## src/rtl/uart_tx_fifo_reader.sv

```systemverilog
// uart_tx_fifo_reader: pops bytes from a 1-cycle-latency FIFO and sends each as an 8N1 UART frame, LSB first.
module uart_tx_fifo_reader #(
    parameter int   CLKS_PER_BIT = 868,
    parameter logic IDLE_LEVEL   = 1'b1
) (
    input  logic       clk,
    input  logic       rst,
    input  logic       fifo_empty,
    input  logic [7:0] fifo_dout,
    output logic       fifo_rd_en,
    output logic       tx,
    output logic       busy,
    output logic       tx_done
);
    localparam int BW = $clog2(CLKS_PER_BIT);
    localparam logic [BW-1:0] LAST = BW'(CLKS_PER_BIT - 1);

    typedef enum logic [2:0] {IDLE, REQ, WAIT, START, DATA, STOP} state_e;

    state_e          state_q, state_d;
    logic [BW-1:0]   baud_q, baud_d;
    logic [2:0]      bit_q, bit_d;
    logic [7:0]      shift_q, shift_d;
    logic            tx_d, rd_d, busy_d, done_d;
    logic            bit_end;

    assign bit_end = baud_q == LAST;

    always_ff @(posedge clk) begin
        if (rst) begin
            state_q    <= IDLE;
            baud_q     <= '0;
            bit_q      <= '0;
            shift_q    <= '0;
            tx         <= IDLE_LEVEL;
            fifo_rd_en <= 1'b0;
            busy       <= 1'b0;
            tx_done    <= 1'b0;
        end else begin
            state_q    <= state_d;
            baud_q     <= baud_d;
            bit_q      <= bit_d;
            shift_q    <= shift_d;
            tx         <= tx_d;
            fifo_rd_en <= rd_d;
            busy       <= busy_d;
            tx_done    <= done_d;
        end
    end

    always_comb begin
        state_d = state_q;
        case (state_q)
            IDLE:    state_d = fifo_empty ? IDLE : REQ;
            REQ:     state_d = WAIT;
            WAIT:    state_d = START;
            START:   state_d = bit_end ? DATA : START;
            DATA:    state_d = (bit_end && bit_q == 3'd7) ? STOP : DATA;
            STOP:    state_d = bit_end ? IDLE : STOP;
            default: state_d = IDLE;
        endcase
    end

    // Outputs are computed from the next state so the registered pins line up with the state they describe.
    always_comb begin
        baud_d  = (state_d != state_q || bit_end || !(state_q inside {START, DATA, STOP})) ? '0 : baud_q + 1'b1;
        bit_d   = (state_d != state_q) ? 3'd0 : (state_q == DATA && bit_end) ? bit_q + 3'd1 : bit_q;
        shift_d = (state_q == WAIT) ? fifo_dout : (state_q == DATA && bit_end) ? {1'b0, shift_q[7:1]} : shift_q;
        tx_d    = (state_d == START) ? ~IDLE_LEVEL : (state_d == DATA) ? shift_d[0] : IDLE_LEVEL;
        rd_d    = state_d == REQ;
        busy_d  = state_d != IDLE;
        done_d  = state_q == STOP && state_d == IDLE;
    end
endmodule

```

## config.mk

```make
export PLATFORM = sky130hd
export DESIGN_NAME = uart_tx_fifo_reader
export DESIGN_NICKNAME = d
export VERILOG_FILES = /design/src/rtl/uart_tx_fifo_reader.sv
export SDC_FILE = /design/constraint.sdc
export NUM_CORES = 1
export LEC_CHECK = 0
export BUFFER_PORTS_ARGS = -buffer_cell sky130_fd_sc_hd__buf_4
export CAP_MARGIN = 40
export CORE_MARGIN = 1
export CORE_UTILIZATION = 50
export CTS_CLUSTER_SIZE = 25
export DETAILED_ROUTE_END_ITERATION = 12
export GPL_TIMING_DRIVEN = 0
export PLACE_DENSITY = 0.75
export SLEW_MARGIN = 20
export SYNTH_ARGS = -nofsm -noshare
export SYNTH_HDL_FRONTEND = slang
export SYNTH_SLANG_ARGS = --single-unit
```

## constraint.sdc

```tcl
create_clock -name clk -period 5.4 [get_ports clk]
set_clock_uncertainty 0.05 [all_clocks]
set_input_delay 1.08 -clock clk [delete_from_list [all_inputs] [get_ports clk]]
set_output_delay 1.08 -clock clk [all_outputs]
set_load 0.05 [all_outputs]
```

==> out/qor.yml <==
run_status:
  status: "completed"
layout:
  nNetsFinal: 171
  nFillCells: 213
  finalNonFillerCells: 186
  final_common_cell: "dfxtp_1"
  multi_input_area_um2: 739
  regArea_um2: 561
  diodes: 0
  mostFrequentLayoutCells: "28 x dfxtp_1, 24 x nor2_1, 15 x buf_4, 13 x mux2i_1"
  finish.utilization: 0.612
  area_growth_pct: 13.8
  drive_gt1_frac: 0.192
pwr:
  p_leak_uw: 0.000591
  ir_worst_vdd_v: 0.000148
  power_density_nw_per_um2: 259
worst_setup_path:
  worstPathMaxFanout: 5
  worst-r2r-setup-slack_ps: 3110
  end_kind: "register"
  regToRegEndpoint: "tx"
  cp.required_ps: 5590
  path_class: "reg -> reg"
  reg2reg_depth: 6
  r2r_start: "baud_q[0]"
  startpoint_type: "register"
  arrival_ps: 2480
global_routing:
  antenna_found_initial: 0
  grt_use_total: 0.177
  grt_pass1_vias: 899
  grt_start_max_net_pins: 17
  grt_pass1_wl_um: 3670
  grt.overflow.total: 0
clocking:
  clk_latency_ps: 330
  cts_tree: "yes"
  cts_sinks: 28
  cts_setup_buffers: 0
  cts_max_path_buffers: 2
  ctsHoldBuffers: 0
  clock-root-buffer: "clkbuf_4"
  numCtsBuffers: 3
  post_cts_resized: 0
  htree_levels: 1
  clk_pin_slew_ps: 150
synth:
  seq_area_frac_synth: 0.413
  yosys.area.top_type: "dfxtp_1"
  synth_top_area_share: 0.413
  synth_flop_cell: "dfxtp_1"
  yosys_warnings: 0
  synth_edf_count: 0
  syn-cell-area_um2: 1360
  syn_inst: 139
  avgSynthCellArea_um2: 9.76
  async_flop_share: 0
  ys_types: 37
  synth.area.top_cells: "dfxtp_1 41%, mux2i_1 9.6%, nor2_1 6.6%, xor2_1 3.9%, a211oi_1 3.3%"
  syn_nets: 153
  ys_ff_latch: 28
worst_hold_path:
  holdPathEnd: "baud_q[0]"
  hp-start: "baud_q[0]"
  hold_path_class: "reg -> reg"
  hold_depth: 1
place:
  io_buffers: 13
  hpwlAfterDp_um: 1720
  place_congestion: 0.836
  dp.cells: 182
timing:
  hold_violations: 0
  fin_crit_sh: 0.424
  relSlewSlack: 0.737
  rsz0062_at_grt: "false"
  worst_slew_pin_slew_ps: 395
  fmax_mhz: 437
  final.min_clock_period_ps: 2290
  drv_slew: 0
  fin_setup_tns_ps: 0
  setup_violations: 0
floorplan:
  die_w_um: 54.1
  chipHeight_um: 54.1
  initial_utilization: 0.538
  dieArea_um2: 2920
  rows: 18
  core_um2: 2520
  ios: 15
drt:
  drtAntennaViolNets: 0
  dr.pass1.iters: 4
  drcViolationCount: 0
  num_vias: 986
  vias_per_cell: 5.30
  routed_wl_um: 2250
  drtIter0Drc: 3
  wl_per_cell_um: 12.1
flow_run:
  drv_cap: 0
[power by group]
group / internal [µW] / switching [µW] / total [µW]
Clock: 75.1 / 61.9 / 137
Sequential: 215 / 4.54 / 219
Combinational: 20.3 / 23.8 / 44.1
[cell families (layout without fill, tap and decap cells)]
| kind of cell | after synthesis | in the layout | synth area share |
|---|---|---|---|
| adder cells (fa/ha/maj) | 3 | 3 | 0.0277 |
| flip-flops | 28 | 28 | 0.413 |
| multiplexers | 14 | 14 | 0.107 |
| AND/OR/NAND/NOR | 59 | 59 | 0.261 |
| AO/OA/AOI/OAI | 17 | 17 | 0.0913 |
| XOR/XNOR | 9 | 9 | 0.0581 |
| buffers and inverters | 9 | 26 | 0.0415 |
[through the flow]
step / worst slack [ps] / cell area [µm²] / hold WS [ps] / total power [µW]
3_5_place_dp: 3100 / 1490 / 400 / 268
2_1_floorplan: 3270 / 1360 / 376 / 254
3_3_place_gp: 3120 / 1490 / 388 / 267
5_1_grt: 3010 / 1540 / 446 / 418
6_report: 3110 / 1540 / 424 / 400
4_1_cts: 3080 / 1540 / 430 / 405
[worst max-delay path, stage by stage, from the launching register on]
cell and delay [ps]:
dfxtp_1 390, ha_1 250, or4b_4 530, or3_4 420, mux2_4 320, nor3_2 120, mux2i_1 100
[worst max path at each step]
stage | slack [ps] | depth (start not counted) | startpoint | endpoint
after floorplan | 3270 | 6 | baud_q[0] | tx
after global placement | 3120 | 6 | baud_q[0] | tx
after detailed placement | 3100 | 6 | baud_q[0] | tx
after CTS | 3080 | 6 | baud_q[0] | tx
after global routing | 3010 | 6 | baud_q[0] | tx
final | 3110 | 6 | baud_q[0] | tx
[synth_stat cells (2+ instances only)]
cell and count:
nand2_1 4, dfxtp_1 28, buf_6 2, ha_1 3, xor2_1 6, clkbuf_1 3, a211oi_1 6, buf_4 2
nor4_4 2, mux2i_1 13, nor2_1 24, a21oi_1 4, nand2b_1 3, xnor2_1 3, nand3b_1 2, nand3_1 6
and3_1 3, inv_1 2, nor2b_1 5
[area by class of cell]
| type | count | area share |
|---|---|---|
| multi-input combinational | 102 | 0.479 |
| clock inverter | 1 | 0.0194 |
| buffer | 7 | 0.0316 |
| clock buffer | 3 | 0.0146 |
| tap | 30 | 0.0243 |
| sequential | 28 | 0.363 |
| timing repair buffer | 13 | 0.0632 |
| inverter | 2 | 0.00486 |
[metal layers]
metal	part of all wire	global-route usage	vias to the layer above
li1	-	-	523
met1	0.47	0.213	448
met2	0.49	0.302	11
met3	0.027	0.0254	4
met4	0.0098	0.0897	0
met5	0	0	-
[flip-flops by register name, summed over array words and instances (netlist names)]
name,count
shift_q,8
tx_done,1
baud_q,10
tx,1
busy,1
state_q,3
fifo_rd_en,1
bit_q,3
Note: power is estimated with default switching activity, not from simulation.
